[src/rtl/fft_pkg.sv]
// Shared definitions for the 64-point in-place FFT sequencer: sizes, FSM states,
// butterfly address bundle and the bit-reversal helper.
package fft_pkg;
   localparam int N_LOG2 = 6;
   localparam int N      = 2 ** N_LOG2;
   localparam int ADDR_W = N_LOG2;

   typedef enum logic [1:0] {S_IDLE, S_LOAD, S_COMP, S_UNLD} state_t;

   typedef struct packed {
      logic [ADDR_W-1:0] a;
      logic [ADDR_W-1:0] b;
      logic [ADDR_W-2:0] tw;
   } bf_addr_t;

   function automatic logic [ADDR_W-1:0] bitrev(input logic [ADDR_W-1:0] x);
      logic [ADDR_W-1:0] r;
      for (int i = 0; i < ADDR_W; i++) r[i] = x[ADDR_W-1-i];
      return r;
   endfunction
endpackage

[src/rtl/fft_addr_delay.sv]
// Fixed-depth shift register with asynchronous clear; aligns control and addresses
// with the butterfly and RAM latencies.
module fft_addr_delay #(
   parameter int DEPTH = 1,
   parameter int WIDTH = 1
) (
   input  logic             i_clk,
   input  logic             i_nrst,
   input  logic [WIDTH-1:0] i_d,
   output logic [WIDTH-1:0] o_q
);
   logic [WIDTH-1:0] r_sr [DEPTH];

   always_ff @(posedge i_clk or negedge i_nrst) begin
      if (!i_nrst) begin
         for (int i = 0; i < DEPTH; i++) r_sr[i] <= '0;
      end else begin
         r_sr[0] <= i_d;
         for (int i = 1; i < DEPTH; i++) r_sr[i] <= r_sr[i-1];
      end
   end

   assign o_q = r_sr[DEPTH-1];
endmodule

[src/rtl/fft_inplace_seq.sv]
// Address/control sequencer for a 64-point radix-2 DIT in-place FFT: bit-reversed
// load, 6 stages of butterfly read/write pairs with twiddle indices, paired unload.
module fft_inplace_seq
   import fft_pkg::*;
#(
   parameter int BF_LAT  = 3,
   parameter int MEM_LAT = 1
) (
   input  logic              clk,
   input  logic              nrst,
   input  logic              start,
   input  logic              valid,
   output logic              busy,
   output logic              load_we,
   output logic [ADDR_W-1:0] load_addr,
   output logic              rd_en,
   output logic [ADDR_W-1:0] rd_addr_a,
   output logic [ADDR_W-1:0] rd_addr_b,
   output logic [ADDR_W-2:0] tw_idx,
   output logic              wr_en,
   output logic [ADDR_W-1:0] wr_addr_a,
   output logic [ADDR_W-1:0] wr_addr_b,
   output logic [2:0]        stage,
   output logic              out_valid,
   output logic              done
);
   localparam logic [ADDR_W-1:0] HALF      = ADDR_W'(N / 2);
   localparam logic [ADDR_W-1:0] LOAD_LAST = ADDR_W'(N - 1);
   localparam logic [ADDR_W-1:0] COMP_LAST = ADDR_W'(N / 2 + BF_LAT - 1);
   localparam logic [ADDR_W-1:0] UNLD_LAST = ADDR_W'(N / 2 + MEM_LAT - 1);
   localparam logic [2:0]        STG_LAST  = 3'(N_LOG2 - 1);

   state_t            r_state, w_state_nx;
   logic [ADDR_W-1:0] r_cnt, w_cnt_nx;
   logic [2:0]        r_stage, w_stage_nx;
   logic              r_crd, r_urd, r_done;
   logic [ADDR_W-1:0] r_rd_a, r_rd_b;
   logic [ADDR_W-2:0] r_tw;
   logic              w_crd, w_urd;
   logic [ADDR_W-1:0] w_rd_a, w_rd_b;
   logic [ADDR_W-2:0] w_tw;
   bf_addr_t          w_bf;

   function automatic bf_addr_t bf_decode(input logic [2:0] stg, input logic [ADDR_W-1:0] j);
      logic [ADDR_W-1:0] half, pos;
      bf_addr_t          r;
      half = ADDR_W'(1) << stg;
      pos  = j & (half - ADDR_W'(1));
      r.a  = ((j >> stg) << (stg + 3'd1)) + pos;
      r.b  = r.a + half;
      r.tw = (ADDR_W-1)'(pos << (STG_LAST - stg));
      return r;
   endfunction

   // One shared counter: load index, position within a stage (incl. drain), unload index
   always_comb begin
      w_state_nx = r_state;
      w_cnt_nx   = r_cnt;
      w_stage_nx = r_stage;
      case (r_state)
         S_IDLE: if (start) begin
            w_state_nx = S_LOAD;
            w_cnt_nx   = '0;
         end
         S_LOAD: if (valid) begin
            w_cnt_nx = r_cnt + ADDR_W'(1);
            if (r_cnt == LOAD_LAST) w_state_nx = S_COMP;
         end
         S_COMP: begin
            if (r_cnt == COMP_LAST) begin
               w_cnt_nx = '0;
               if (r_stage == STG_LAST) begin
                  w_state_nx = S_UNLD;
                  w_stage_nx = '0;
               end else begin
                  w_stage_nx = r_stage + 3'd1;
               end
            end else begin
               w_cnt_nx = r_cnt + ADDR_W'(1);
            end
         end
         S_UNLD: begin
            if (r_cnt == UNLD_LAST) begin
               w_state_nx = S_IDLE;
               w_cnt_nx   = '0;
            end else begin
               w_cnt_nx = r_cnt + ADDR_W'(1);
            end
         end
         default: begin
            w_state_nx = S_IDLE;
            w_cnt_nx   = '0;
            w_stage_nx = '0;
         end
      endcase
   end

   // Read strobes/addresses are decoded from the next counter values so they leave a register
   always_comb begin
      w_crd  = (w_state_nx == S_COMP) && (w_cnt_nx < HALF);
      w_urd  = (w_state_nx == S_UNLD) && (w_cnt_nx < HALF);
      w_bf   = bf_decode(w_stage_nx, w_cnt_nx);
      w_rd_a = '0;
      w_rd_b = '0;
      w_tw   = '0;
      if (w_crd) begin
         w_rd_a = w_bf.a;
         w_rd_b = w_bf.b;
         w_tw   = w_bf.tw;
      end else if (w_urd) begin
         w_rd_a = {w_cnt_nx[ADDR_W-2:0], 1'b0};
         w_rd_b = {w_cnt_nx[ADDR_W-2:0], 1'b1};
      end
   end

   always_ff @(posedge clk or negedge nrst) begin
      if (!nrst) begin
         r_state <= S_IDLE;
         r_cnt   <= '0;
         r_stage <= '0;
         r_crd   <= 1'b0;
         r_urd   <= 1'b0;
         r_rd_a  <= '0;
         r_rd_b  <= '0;
         r_tw    <= '0;
         r_done  <= 1'b0;
      end else begin
         r_state <= w_state_nx;
         r_cnt   <= w_cnt_nx;
         r_stage <= w_stage_nx;
         r_crd   <= w_crd;
         r_urd   <= w_urd;
         r_rd_a  <= w_rd_a;
         r_rd_b  <= w_rd_b;
         r_tw    <= w_tw;
         r_done  <= (w_state_nx == S_UNLD) && (w_cnt_nx == UNLD_LAST);
      end
   end

   // Only butterfly reads produce write-backs; unload reads feed out_valid instead
   fft_addr_delay #(.DEPTH(BF_LAT), .WIDTH(2 * ADDR_W + 1)) u_wr_dly (
      .i_clk  (clk),
      .i_nrst (nrst),
      .i_d    ({r_crd, r_rd_a, r_rd_b}),
      .o_q    ({wr_en, wr_addr_a, wr_addr_b})
   );

   fft_addr_delay #(.DEPTH(MEM_LAT), .WIDTH(1)) u_ov_dly (
      .i_clk  (clk),
      .i_nrst (nrst),
      .i_d    (r_urd),
      .o_q    (out_valid)
   );

   assign busy      = (r_state != S_IDLE);
   assign load_we   = (r_state == S_LOAD) && valid;
   assign load_addr = (r_state == S_LOAD) ? bitrev(r_cnt) : '0;
   assign rd_en     = r_crd | r_urd;
   assign rd_addr_a = r_rd_a;
   assign rd_addr_b = r_rd_b;
   assign tw_idx    = r_tw;
   assign stage     = r_stage;
   assign done      = r_done;
endmodule

[config.mk]
export PLATFORM = sky130hd
export DESIGN_NAME = fft_inplace_seq
export DESIGN_NICKNAME = d
export VERILOG_FILES = /design/src/rtl/fft_pkg.sv /design/src/rtl/fft_addr_delay.sv /design/src/rtl/fft_inplace_seq.sv
export SDC_FILE = /design/constraint.sdc
export NUM_CORES = 1
export LEC_CHECK = 0
export CORE_ASPECT_RATIO = 1.4
export CORE_UTILIZATION = 30
export CTS_CLUSTER_SIZE = 24
export DETAILED_ROUTE_END_ITERATION = 7
export PLACE_DENSITY = 0.48
export SYNTH_ARGS = -nofsm -noshare
export SYNTH_HDL_FRONTEND = slang
export SYNTH_HIERARCHICAL = 1
export SYNTH_SLANG_ARGS = --single-unit
[constraint.sdc]
create_clock -name clk -period 5.3 [get_ports clk]
set_input_delay 1.06 -clock clk [delete_from_list [all_inputs] [get_ports clk]]
set_output_delay 1.06 -clock clk [all_outputs]
set_load 0.005 [all_outputs]
## Word level (Yosys, flattened, before mapping)

Cells that the tools add are included.

| operators by class | value |
|---|---|
| $add $sub $neg | 7 |
| $lt $le $gt $ge | 1 |
| equality and inequality tests | 10 |
| shifts and indexed selects | 4 |
| mux-type cells | 21 |
| bitwise gates (word level) | 2 |
| reductions and logical operators | 6 |

Operators by type and width:

| operator | number |
|---|---|
| $mux 6 | 9 |
| $eq 6x6->1 const B | 4 |
| $pmux 6 s4 | 1 |
| $add 6x6->6 | 2 |
| $mux 2 | 6 |
| $mux 3 | 3 |
| $eq 2x2->1 const B | 4 |
| $pmux 2 s4 | 1 |
| $add 3x1->3 const B | 2 |
| $add 6x1->6 const B | 1 |
| $and 6x6->6 | 1 |
| $lt 6x6->1 const B | 1 |
| $shl 1x3->6 const A | 1 |
| $shl 6x3->5 | 1 |
| $shl 6x3->6 | 1 |
| $shr 6x3->6 | 1 |
| $sub 6x1->6 const B | 1 |
| $mux 5 | 1 |
| $logic_and 1x1->1 | 4 |
| $eq 3x3->1 const B | 1 |
| $sub 3x3->3 const A | 1 |
| $eq 2x1->1 const B | 1 |
| $logic_not 2->1 | 1 |
| $reduce_bool 2->1 | 1 |
| $or 1x1->1 | 1 |

| storage, ports and cells | value |
|---|---|
| register bits | 71 |
| output and inout port bits | 44 |

## Depth between registers and ports, before layout

Gate-level depths: netlist of run 1.

| depth | value |
|---|---|
| depth in word-level cells | 10 |
| gate-level depth with buffers | 25 |
| gate-level depth less buffers | 23 |

## By module

Netlist of run 1, hierarchy kept.

Modules (own cells, without submodules):

| module | instances | cells each | area each (um^2) | sequential area each (um^2) |
|---|---|---|---|---|
| fft_inplace_seq | 1 | 287 | 2477.4 | 775.7 |
| fft_addr_delay at u_wr_dly | 1 | 52 | 1073.5 | 975.9 |
| fft_addr_delay at u_ov_dly | 1 | 1 | 25.0 | 25.0 |

## Least setup slack after synthesis of run 1

No wires, ideal clock.

| timing | value |
|---|---|
| kind | register -> register |
| start | register r_cnt[2] |
| end | register r_rd_b[5], in the netlist rd_addr_b[5] |
| arrival | 4.875 ns |
| path slack | 0.338 ns |
| cell stages (with the launch flop) | 24 |
| clock period less this slack | 4.962 ns |
| cells stage by stage | dfrtp_1 buf_6 nor4b_2 and3_4 mux2i_2 inv_2 ha_1 ha_1 clkbuf_1 inv_1 nor3_1 ha_1 inv_1 fa_1 inv_1 a21o_1 a21oi_1 xnor2_1 ha_1 a21oi_1 o21ai_0 xnor2_1 xnor3_1 a211oi_2 |

| on the way | value |
|---|---|
| word-level cells in the longest chain between the ends | 9 |

RTL lines:

| item | line | source |
|---|---|---|
| from (decl) | fft_inplace_seq.sv:34 | `logic [ADDR_W-1:0] r_cnt, w_cnt_nx;` |
| from (signal assigned) | fft_inplace_seq.sv:129 | `r_cnt <= w_cnt_nx;` |
| $eq 6x6->1 (*) | fft_inplace_seq.sv:70 | `if (r_cnt == COMP_LAST) begin` |
| $mux 3 (*) | fft_inplace_seq.sv:70 |  |
| $mux 3 (*) | fft_inplace_seq.sv:60 | `case (r_state)` |
| net w_stage_nx[1] | fft_inplace_seq.sv:35 | `logic [2:0] r_stage, w_stage_nx;` |
| $shl 1x3->6 | fft_inplace_seq.sv:47 | `half = ADDR_W'(1) << stg;` |
| $sub 6x1->6 | fft_inplace_seq.sv:48 | `pos = j & (half - ADDR_W'(1));` |
| $and 6x6->6 | fft_inplace_seq.sv:48 |  |
| $add 6x6->6 | fft_inplace_seq.sv:49 | `r.a = ((j >> stg) << (stg + 3'd1)) + pos;` |
| $add 6x6->6 (*) | fft_inplace_seq.sv:50 | `r.b = r.a + half;` |
| $mux 6 (*) | fft_inplace_seq.sv:106 | `if (w_crd) begin` |
| net w_rd_b[5] | fft_inplace_seq.sv:40 | `logic [ADDR_W-1:0] w_rd_a, w_rd_b;` |
| to (signal assigned) | fft_inplace_seq.sv:134 | `r_rd_b <= w_rd_b;` |
| to (decl) | fft_inplace_seq.sv:37 | `logic [ADDR_W-1:0] r_rd_a, r_rd_b;` |

The timed path passes the listed nets; every way through them passes the cells marked *.

## Worst setup path in the final report of run 1

| timing | value |
|---|---|
| start | input port valid |
| end | register r_rd_b[5], in the netlist rd_addr_b[5] |

| on the way | value |
|---|---|
| word-level cells in the longest chain between the ends | 7 |

RTL lines:

| item | line | source |
|---|---|---|
| from (decl) | fft_inplace_seq.sv:12 | `input logic valid,` |
| $mux 6 (*) | fft_inplace_seq.sv:65 | `S_LOAD: if (valid) begin` |
| $pmux 6 s4 (*) | fft_inplace_seq.sv:60 |  |
| net w_cnt_nx[3] | fft_inplace_seq.sv:34 |  |
| $shr 6x3->6 | fft_inplace_seq.sv:49 |  |
| $shl 6x3->6 | fft_inplace_seq.sv:49 |  |
| $add 6x6->6 | fft_inplace_seq.sv:49 |  |
| $add 6x6->6 | fft_inplace_seq.sv:50 |  |
| $mux 6 (*) | fft_inplace_seq.sv:106 |  |
| net w_rd_b[5] | fft_inplace_seq.sv:40 |  |

Marks and branches as above.

==> results of run 1 <==
-- layout make-up --
class,count,share of cell area (%)
well taps,144,3.777
clock inverters,7,2.151
repair buffers,93,16.99
clock buffers,9,4.721
inverters,24,1.888
multi-input cells,220,33.23
flip-flops and latches,71,37.24
-- sequential cells by signal (all words and copies together) (netlist names), 2 cells and up --
register	count
r_cnt	6
r_state	2
rd_addr_a	6
rd_addr_b	6
stage	3
tw_idx	5
u_wr_dly/o_q	13
u_wr_dly/r_sr	26
-- cell families after synthesis --
logic type	after synthesis	share of synthesized area [%]
multiplexers	7	2.554
buffers and inverters	49	6.963
AO/OA/AOI/OAI	75	14.00
AND/OR/NAND/NOR	105	15.61
adder cells (fa/ha/maj)	22	8.118
XOR/XNOR	11	3.079
flip-flops	71	49.68
-- power groups by stage --
stage / Combinational [mW] / Sequential (mW) / Clock [mW]
2_1_floorplan: 0.350 / 0.600 / 0
3_3_place_gp: 0.644 / 0.624 / 0
3_5_place_dp: 0.647 / 0.622 / 0
4_1_cts: 0.651 / 0.612 / 0.668
5_1_grt: 0.720 / 0.618 / 0.690
6_report: 0.653 / 0.612 / 0.651
-- cell usage in the layout (no fill, tap or decap), drive strengths merged, types with 3 or more instances in the layout --
cell	Yosys	routed
xnor2	8	8
and3	4	4
nand3	12	12
a211oi	5	5
inv	24	28
a31oi	4	4
o21ai	12	12
nor2b	3	3
mux2	4	4
clkbuf	9	9
ha	20	20
dfrtp	71	71
a21o	8	8
nor3	12	12
nand2	19	19
nand2b	3	3
buf	16	47
clkdlybuf4s50	0	46
mux2i	3	3
a21oi	22	22
nor2	28	28
and2	11	11
-- metrics by stage --
step	instances	utilization, %	total power [mW]	area, um^2
floorplan	340	-	0.9501	3576
global placement	552	38.49	1.268	4408
detailed placement	552	38.49	1.269	4408
CTS	568	41.35	1.932	4736
global route	568	41.65	2.029	4771
finish	568	41.65	1.916	4771
-- worst paths after layout --
path	start	to	cells past startpoint
max reg2reg	r_cnt[0]$_DFF_PN0_	rd_addr_b[5]$_DFF_PN0_	23
min in group asynchronous	nrst	u_wr_dly/o_q[6]$_DFF_PN0_	2
min reg2reg	u_wr_dly/r_sr[38]$_DFF_PN0_	u_wr_dly/r_sr[25]$_DFF_PN0_	0
min	u_wr_dly/r_sr[38]$_DFF_PN0_	u_wr_dly/r_sr[25]$_DFF_PN0_	0
max	valid	rd_addr_b[5]$_DFF_PN0_	23
max in group asynchronous	nrst	rd_addr_b[3]$_DFF_PN0_	2
-- layer usage --
layer / routed length (um) / up-vias
li1: - / 1325
met1: 3438 / 1290
met2: 4501 / 55
met3: 288 / 10
met4: 176 / 0
met5: 0 / -
-- critical path, delay by kind of cell --
| kind | cells | cell delay [ps] |
|---|---|---|
| AOI/OAI and AO/OA | 8 | 1110 |
| buffers and inverters | 5 | 860 |
| and+or+nand+nor | 3 | 280 |
| xor gates and xnor gates | 3 | 660 |
| muxes | 1 | 340 |
| adders and majority gates | 3 | 880 |
-- repair_timing --
| action | 4_1_cts | 5_1_grt |
|---|---|---|
| buffers inserted | 0 | 0 |
| resized for setup | 0 | 8 |
| endpoints found under the setup margin | 0 | 1 |
| hold endpoints to repair | 0 | 0 |
==> impl_results.md, run 1 <==
- Mean post-synth cell area: 10.52 um^2
- Synth top area share: 49.69%
- FMAX: 200.8 MHz
- Cells after Synth: 340
- Die width: 94.27 um
- Initial antenna violation count: 0
- Primary FF master, synth: dfrtp_1
- Antenna-violating nets left: 0
- Die Ht: 131.2 um
- Worst-path fanout max: 3
- DR vias/cell: 4.718
- Setup tns final: 0 ps
- Total detailed-routing wirelength: 8404 um
- Core Area: about 0.011 mm^2
- Cell Rows: 46
- Flip-flop and latch area: 0.001777 mm^2
- Sequential area share after synthesis: 49.69%
- Final nets: around 450
- PD cells: 401.6 mW/mm^2
- Share of layout cells above drive strength 1: 21.23%
- Cell variety after synth: 63
- Crit-path most repeated cell: inv_1
- Count leader, synth: dfrtp_1
- H-tree levels: 3
- Yosys reg bits: 71
- Clock Latency Late Sink: 330 ps
- Maxcap violations: 0
- RSZ-0062 raised after global routing: no
- Initial DRC Count: 79
- Initial Util: 31.22%
- Worst-margin pin slew: about 860 ps
- Via total after detailed routing: 2,680
- Routing usage on met2: between 20% and 30%
- Number of global-route vias before repair: 2,675
- Slowest CP cell: clkdlybuf4s50_1
- EDFF count, synth: 0
- Diode count: 0
- Area growth syn-to-layout: 33.42%
- Tmin final: 4980 ps
- Post-CTS Hold Buffers: 0
- CTS max path bufs: 2
- Arr. time, crit path: 5200 ps
- DIE AREA: 0.01237 mm^2
- Final setup viols: 0
- Detailed Routing Iterations Pass 1: 4
- CTS Buf Count: 9
- Final worst-path cycle share: between 90% and 100%
- Worst vdd rail ir drop: 0.1544 mV
- Comb pwr share: 34.1%
- Synth Warn #: 6
- Psw: ~0.6 mW
- Largest net degree at the start of global routing: about 70
- Sequential share of power: 32.0%
- All-Layer GR Usage: 14.64%
- Setup slack, reg-to-reg: a little over 400 ps
- Number of buffer cells added on primary ports: 47
- I/O pins: 48
- Worst setup EP type: flop
- Drt wl/cell: 14.80 um
- Reg clk slew, reported paths: ~60 ps
- Root Buffer: clkbuf_16
- CP startpoint kind: primary input
- TritonCTS clock tree: done
- Leakage: 2.310 nW
- Rel. slew slack: 42.92%
- CTS sink count: 71
- Final worst slack: 320.0 ps
- FFs w/ async S/R, synth: 100.0%
- Post-DP HPWL: 6513 um
- Routability congestion estimate: 0.8957
- Top cells by area, synth: dfrtp_1 50%, ha_1 7.0%, a21oi_1 3.1%
- Synthesized Nets: 366
- Pins Over Slew Limit: 0
- # DRC: 0
- Layout Skew: between 4 and 5 ps
- Synth cell count leaders: 71 x dfrtp_1, 28 x nor2_1, 22 x a21oi_1, 21 x inv_1, 20 x ha_1
- Final Hold Viols: 0
- Mapped Area: 0.003576 mm^2
- GR peak layer: met2
- Met3 Resource Use GR: 2.662%
- Internal power: 1.316 mW
- Setup Crit Path Kind: primary input to flop
- Synth area leader: dfrtp_1
- Status: complete, no violations
- Net Sw Frac: 31.31%
- Clock share of power: 34.0%
- CP required: between 5000 and 6000 ps
- Worst slack, placed: -242.1 ps
- Worst-path cell chain: clkdlybuf4s50_1 -> a21o_1 -> and2_1 -> mux2_2 -> inv_1 -> nor2_1 -> a211oi_1 -> o21ai_0 -> buf_4 -> nor3_2 -> ha_2 -> inv_1 -> fa_1 -> inv_1 -> a21o_1 -> a21oi_1 -> xnor2_1 -> ha_1 -> a21oi_1 -> o21ai_1 -> xnor2_1 -> xnor3_1 -> a211oi_2
- First-pass GRT wire length: 13,830 um
- HP Class: flop to flop
- Hold Slack: 346.1 ps
- Gr ovfl total: 0
- Fillers: 1,125
- Area of the multi-input gates: 0.001585 mm^2
- Met1 GRT Util: 17.29%
- CP peak stage delay: 490 ps
Note: power is estimated with default switching activity, not from simulation.
==> run 2, diff against run 1 <==
--- a/config.mk
+++ b/config.mk
@@ -10,6 +10,7 @@
 export CTS_CLUSTER_SIZE = 24
 export DETAILED_ROUTE_END_ITERATION = 7
 export PLACE_DENSITY = 0.48
+export SLEW_MARGIN = 20
 export SYNTH_ARGS = -nofsm -noshare
 export SYNTH_HDL_FRONTEND = slang
 export SYNTH_HIERARCHICAL = 1
==> results of run 2 <==
The final DEF is identical to that of run 1; final timing and power are the same.
==> RTL change: new RTL, config.mk and constraints of run 1 <==
Re-encode `state_t` (4 states) as Gray code, 2 bits wide.
--- a/src/rtl/fft_pkg.sv
+++ b/src/rtl/fft_pkg.sv
@@ -6,5 +6,5 @@
    localparam int ADDR_W = N_LOG2;
 
-   typedef enum logic [1:0] {S_IDLE, S_LOAD, S_COMP, S_UNLD} state_t;
+   typedef enum logic [1:0] {S_IDLE = 2'b00, S_LOAD = 2'b01, S_COMP = 2'b11, S_UNLD = 2'b10} state_t;
 
    typedef struct packed {
Formal check against the unedited RTL: no difference found for any inputs over 10 cycles, from zero or initial values and one cycle with nrst low; not proved beyond that.
==> RTL change against run 1 <==
- sequential cell count did not move
- maximum frequency rose by 0.16%
- synthesized cell count shrank 2.4%
- hold slack got worse by 0.0036 ns
- total power is 14% lower
- cell area decreased by 3.0%
- wire length is 0.31% higher
- worst setup slack better by 0.0081 ns
- area after synthesis down 0.80%
- non-clock buffer count shrank 11
- die area down 0.79%
- global-route usage down 0.14 points
- critical path type unchanged
- critical endpoint unchanged
==> RTL change: results <==
{
  "synth_compound_gate_area_share_pct": 13.5,
  "detailedPlace.worstSlack_ns": -0.0562,
  "final.signal_buffer_count": 82,
  "detail_route.wirelength.met1_um": 3630,
  "globalplace.congestion": 0.846,
  "final_layout_size_suffix_gt1_share_pct": 16.5,
  "nMultiInputCombCells": 217,
  "grt.met2_usage_pct": 25.7,
  "dp_hpwl_um": 6310,
  "power.ir.vdd_worst_uv": 121,
  "dp_cells": 535,
  "seq_share_pct": 38.4,
  "grt_first_pass_wirelength_um": 13400,
  "grt_util_all_layers_pct": 14.5,
  "drt_iter0_drc": 135,
  "cpPeakStageDelay_ns": 0.51,
  "power_leakage_nw": 2.22,
  "postRouteWirelength_um": 8430,
  "power.net_switching_w": 0.000485,
  "clock_tree_area_fraction_pct": 6.46,
  "pg_seq_w": 0.000606,
  "outcome": "complete, no violations",
  "met1_usage_pct": 17.6,
  "mux_contribution_to_synthesized_area_pct": 2.40,
  "place_area_um2": 4310,
  "worst_slew_margin_rel_pct": 42.1,
  "layout.non_clock_inverters": 21,
  "clockBufferCount": 11,
  "multi_input_comb_area_um2": 1560
}
[RTL change: cell types whose count changed after synthesis, moves of 4 or more]
cell,before,now
sky130_fd_sc_hd__mux2_2,4,0
sky130_fd_sc_hd__nor2_1,28,20
sky130_fd_sc_hd__nand3_1,11,7
sky130_fd_sc_hd__o21ai_0,11,5
sky130_fd_sc_hd__nor2b_1,3,9
sky130_fd_sc_hd__nand2_1,18,24
[RTL change: worst paths after layout]
path | from | end | slack [ns] | cells past startpoint
setup / recovery | valid | rd_addr_b[5] | 0.33 | 20
hold / removal | u_wr_dly/r_sr[30] | u_wr_dly/r_sr[17] | 0.34 | 0
setup reg to reg | r_cnt[0] | rd_addr_b[5] | 0.34 | 23
hold reg to reg | u_wr_dly/r_sr[30] | u_wr_dly/r_sr[17] | 0.34 | 0
max in group asynchronous | nrst | u_wr_dly/o_q[5] | 3.80 | 2
min in group asynchronous | nrst | u_wr_dly/o_q[0] | 0.93 | 2
